<file path="src/rtl/hwag_cmp_sched_pkg.sv">
// Shared types and helpers for the hwag compare scheduler.
package hwag_cmp_sched_pkg;

    localparam int SCHED_CH_NUM = 4;
    localparam int SCHED_WIDTH  = 24;

    // Width of a channel index; never narrower than one bit.
    function automatic int ptr_w(input int n);
        return (n < 2) ? 1 : $clog2(n);
    endfunction

    localparam int SCHED_PTR_W = ptr_w(SCHED_CH_NUM);

    typedef struct packed {
        logic                   valid;
        logic [SCHED_PTR_W-1:0] ch;
        logic [SCHED_WIDTH-1:0] cmp;
        logic [SCHED_WIDTH-1:0] angle;
    } stage_t;

endpackage

</file>
<file path="src/rtl/comparator.sv">
// Unsigned magnitude comparator shared by all scheduler channels.
module comparator #(
    parameter int WIDTH = 24
) (
    input  logic [WIDTH-1:0] a,
    input  logic [WIDTH-1:0] b,
    output logic             ageb,
    output logic             alb
);

    assign alb  = (a < b);
    assign ageb = ~alb;

endmodule

</file>
<file path="src/rtl/hwag_cmp_scheduler.sv">
// Round-robin compare scheduler: one comparator shared by CH_NUM angle channels.
// Optional HWAG_CMP_SCHED_WRAP_EN: channels armed behind the angle wait for the next revolution.
module hwag_cmp_scheduler
    import hwag_cmp_sched_pkg::*;
#(
    parameter int CH_NUM = SCHED_CH_NUM,
    parameter int WIDTH  = SCHED_WIDTH
) (
    input  logic                       clk,
    input  logic                       rst,
    input  logic                       en,
    input  logic [WIDTH-1:0]           angle,
    input  logic [CH_NUM*WIDTH-1:0]    ch_cmp,
    input  logic [CH_NUM-1:0]          ch_arm,
    input  logic [CH_NUM-1:0]          ch_disarm,
    output logic [CH_NUM-1:0]          ch_armed,
    output logic [CH_NUM-1:0]          ch_hit,
    output logic [ptr_w(CH_NUM)-1:0]   scan_ptr
);

    localparam int PTR_W = ptr_w(CH_NUM);

    logic [WIDTH-1:0]  cmp_reg [CH_NUM];
    logic [CH_NUM-1:0] armed_reg;
    logic [CH_NUM-1:0] hit_reg;
    logic [PTR_W-1:0]  ptr_reg;
    stage_t            s0_reg;

    logic [CH_NUM-1:0] touch;
    logic [CH_NUM-1:0] s0_sel;
    logic [CH_NUM-1:0] primed;
    logic              ageb;
    logic              alb;
    logic              s0_live;
    logic              s0_hit;

    // Any arm or disarm kills whatever the pipeline holds for that channel.
    assign touch = ch_arm | ch_disarm;

    generate
        for (genvar gi = 0; gi < CH_NUM; gi++) begin : g_sel
            assign s0_sel[gi] = (s0_reg.ch == PTR_W'(gi));
        end
    endgenerate

    comparator #(
        .WIDTH (WIDTH)
    ) u_cmp (
        .a    (s0_reg.angle),
        .b    (s0_reg.cmp),
        .ageb (ageb),
        .alb  (alb)
    );

    assign s0_live = s0_reg.valid & en & (|(s0_sel & armed_reg & ~touch));
    assign s0_hit  = s0_live & (|(s0_sel & primed)) & ageb;

`ifdef HWAG_CMP_SCHED_WRAP_EN
    logic [CH_NUM-1:0] primed_reg;

    // A channel armed behind the angle becomes primed once a scan sees the angle below it.
    always_ff @(posedge clk or posedge rst) begin
        if (rst) begin
            primed_reg <= '0;
        end else begin
            for (int i = 0; i < CH_NUM; i++) begin
                if (ch_arm[i] && !ch_disarm[i]) begin
                    primed_reg[i] <= (angle < ch_cmp[i*WIDTH +: WIDTH]);
                end else if (s0_live && s0_sel[i] && !primed_reg[i] && alb) begin
                    primed_reg[i] <= 1'b1;
                end
            end
        end
    end

    assign primed = primed_reg;
`else
    logic alb_unused;
    assign alb_unused = alb;
    assign primed     = '1;
`endif

    always_ff @(posedge clk or posedge rst) begin
        if (rst) begin
            ptr_reg   <= '0;
            s0_reg    <= '0;
            armed_reg <= '0;
            hit_reg   <= '0;
            for (int i = 0; i < CH_NUM; i++) begin
                cmp_reg[i] <= '0;
            end
        end else begin
            hit_reg <= s0_hit ? s0_sel : '0;

            if (en) begin
                ptr_reg <= (ptr_reg == PTR_W'(CH_NUM - 1)) ? '0 : ptr_reg + 1'b1;
            end

            s0_reg.valid <= en & armed_reg[ptr_reg] & ~touch[ptr_reg];
            s0_reg.ch    <= ptr_reg;
            s0_reg.cmp   <= cmp_reg[ptr_reg];
            s0_reg.angle <= angle;

            // Disarm beats arm; a fresh arm beats a hit decided in the same cycle.
            for (int i = 0; i < CH_NUM; i++) begin
                if (ch_disarm[i]) begin
                    armed_reg[i] <= 1'b0;
                end else if (ch_arm[i]) begin
                    armed_reg[i] <= 1'b1;
                    cmp_reg[i]   <= ch_cmp[i*WIDTH +: WIDTH];
                end else if (s0_hit && s0_sel[i]) begin
                    armed_reg[i] <= 1'b0;
                end
            end
        end
    end

    assign ch_armed = armed_reg;
    assign ch_hit   = hit_reg;
    assign scan_ptr = ptr_reg;

endmodule

</file>
<file path="config.mk">
export PLATFORM = sky130hd
export DESIGN_NAME = hwag_cmp_scheduler
export DESIGN_NICKNAME = d
export VERILOG_FILES = /design/src/rtl/hwag_cmp_sched_pkg.sv /design/src/rtl/comparator.sv /design/src/rtl/hwag_cmp_scheduler.sv
export SDC_FILE = /design/constraint.sdc
export NUM_CORES = 1
export LEC_CHECK = 0
export ABC_AREA = 1
export BUFFER_PORTS_ARGS = -buffer_cell sky130_fd_sc_hd__buf_2
export CAP_MARGIN = 10
export CORE_ASPECT_RATIO = 1.2
export CORE_MARGIN = 1
export CORE_UTILIZATION = 45
export CTS_CLUSTER_SIZE = 30
export DETAILED_ROUTE_END_ITERATION = 16
export PLACE_DENSITY = 0.68
export SKIP_CTS_REPAIR_TIMING = 1
export SYNTH_ARGS = -nofsm -noshare
export SYNTH_HDL_FRONTEND = slang
export SYNTH_SLANG_ARGS = --single-unit
</file>
<file path="constraint.sdc">
create_clock -name clk -period 6.4 [get_ports clk]
set_clock_uncertainty 0.1 [all_clocks]
set_input_delay 0.32 -clock clk [delete_from_list [all_inputs] [get_ports clk]]
set_output_delay 0.32 -clock clk [all_outputs]
set_load 0.1 [all_outputs]
</file>
==> metrics.csv <==
metric,value,unit
areaGrowthSynthToFinish,25.2,%
cp.arrival,1.97,ns
critPathSlowestCell,dfrtp_2,
wl_met3,575,um
p_leak,0.00411,uW
drt_iter0_drc,187,
clk_path_buf_depth,2,
dp_hpwl,10.2,mm
ir_drop,0.184,mV
core-area,14400,um2
gr-total-overflow,0,
synth_area_leaders,"dfrtp_1 59%, mux2_2 16%, ha_1 4.5%, nor2_1 3.5%, o21ai_0 3.5%",
synthArstFlopShare,1.00,
holdWs,0.0223,ns
synth_fa_ha_area_frac,0.0451,
mostFrequentLayoutCells,"156 x dfrtp_1, 140 x buf_2, 96 x mux2_2, 62 x nor2_1, 60 x nand2_1",
die_x,113,um
wl_per_cell,16.2,um
synth_top_area_frac,0.591,
grt_max_degree,80,
layout_commonest_cell,dfrtp_1,
muxShareOfSynthArea,0.162,
routed_wl,15.1,mm
top_layer,met4,
ant_nets,0,
vias_per_cell,5.04,
yosysWarnings,0,
synthFlopType,dfrtp_1,
grt_pass1_vias,4913,
pwr-share-comb,0.248,
die_h,135,um
status,"finished, final reports clean",
clkPwrFrac,0.315,
relSlewSlack,0.339,
cts_tree,built,
cts.sinks,157,
internal-power,2070,uW
pin_count,141,
insertion_delay,0.43,ns
drv_cap,0,
drive_above_1_share,0.371,
place_congestion,0.796,
htreeDepth,4,
drc_errors,0,
synth-simple-area-share,0.0833,
synth.largest_area_cell,dfrtp_1,
setup_viol_count_final,0,
synth_top_family_by_area,multiplexers,
final_hold_viol_count,0,
fmax,418,MHz
clock_tree.root_cell,clkbuf_16,
syn_area,6650,um2
synth_fp_nets,733,
synth_enable_flop_cells,0,
crit_buf_inv,1,
met2WireLength,7.87,mm
num-fill-cells,1211,
drt-met1-wl,6.25,mm
fin_crit,2.39,ns
slew_violations,0,
numCtsBuffers,17,
cp.required,5.98,ns
crit_type,reg2out,
worst_pin_slew,0.991,ns
start_util,0.462,
vias,4703,
dieArea,15300,um2
path_clk_slew,0.06,ns
hp-class,in2reg,
startpoint_type,flip-flop,
switchingPower,968,uW
power_frac_seq,0.437,
synthXorXnorAreaFrac,0,
fin_area,8330,um2
crit_path_cell_trace,buf_2,
rows,48,
synth_seq_cells,157,
synth-compound-area-share,0.0696,
largest_reg_flops,96,
placed_area,7490,um2
avgSynthCellArea,11.5,um2
path_max_fanout,55,
drtPass1Iterations,5,
power_switching_share,0.318,
grt_pass1_wl,24.1,mm
ys_seq_area_frac,0.591,
grtUsageTotal,0.211,
port_buffers,140,
max_stage_delay,0.97,ns
syn_inst,578,
grt_antenna_before_repair,1,
min_period_over_period,0.374,
crit_family,flip-flops,
timing.setup.tns,0,ns
end_kind,primary output,
p_per_area,365,nW/um2
nNetsFinal,899,
post_synth_num_cell_types,22,
rsz0062_at_grt,no,
worst reg2reg max path, cell delays in order (launching register included):
cell     delay, ns
dfrtp_2       0.97
inv_2         0.58
o21ai_0       0.37
o22ai_1       0.10
area by class of cell:
type / count / area (um2) / share of cell area
diodes: 1 / 2.50 / 0.000300
clock inverters: 11 / 120 / 0.0144
inverters: 55 / 211 / 0.0254
multi-input cells: 343 / 2400 / 0.288
flip-flops and latches: 157 / 3930 / 0.472
repair buffers: 170 / 1010 / 0.121
well taps: 175 / 219 / 0.0263
clock buffers: 21 / 440 / 0.0529
power groups by stage:
stage | Sequential [uW] | Combinational [uW] | Clock [uW]
2_1_floorplan | 1320 | 557 | 0
3_3_place_gp | 1340 | 702 | 0
3_5_place_dp | 1350 | 743 | 0
4_1_cts | 1330 | 748 | 980
5_1_grt | 1360 | 861 | 1020
6_report | 1330 | 753 | 958
path summary, 6_finish.rpt:
check	start	to	slack [ns]	cells after the start
hold reg to reg	cmp_reg[47]	cmp_reg[47]	0.40	1
min in group asynchronous	rst	cmp_reg[19]	0.46	3
hold / removal	ch_cmp[87]	cmp_reg[15]	0.02	2
max in group asynchronous	rst	scan_ptr[0]	4.18	4
setup / recovery	scan_ptr[0]	scan_ptr[0]	4.01	1
setup reg to reg	scan_ptr[0]	s0_reg[29]	4.16	3
logic make-up after synthesis:
kind of cell               Yosys count
DFF                                157
and+or+nand+nor                    138
muxes                               96
AOI/OAI and AO/OA                   85
buffers and inverters               78
adders and majority gates           24
synthesized netlist by cell type (2+ instances only):
cell type  instances
dfrtp_1          157
inv_1             53
nand3_1            8
o22ai_1           25
a21oi_1            8
nand2_2            2
mux2_2            96
buf_4              8
ha_1              24
inv_2              2
nor2_2             3
buf_2              2
nand2_1           60
o21ai_0           46
o21ai_1            4
nor2_1            62
clkbuf_1          13
metal layers:
| layer | GRT usage | vias up |
|---|---|---|
| met5 | 0 | - |
| met4 | 0.0987 | 0 |
| li1 | - | 2258 |
| met1 | 0.250 | 2297 |
| met3 | 0.0497 | 31 |
| met2 | 0.364 | 117 |
metrics by stage:
step | setup WS, ns | power, uW | instances | util
after floorplan | 1.75 | 1870 | 578 | -
after global placement | 4.25 | 2040 | 874 | 0.520
after detailed placement | 4.16 | 2090 | 874 | 0.520
after CTS | 3.99 | 3060 | 906 | 0.559
after global routing | 3.83 | 3230 | 933 | 0.578
final | 4.01 | 3040 | 933 | 0.578
No activity file was read; power rests on OpenSTA's default activity.
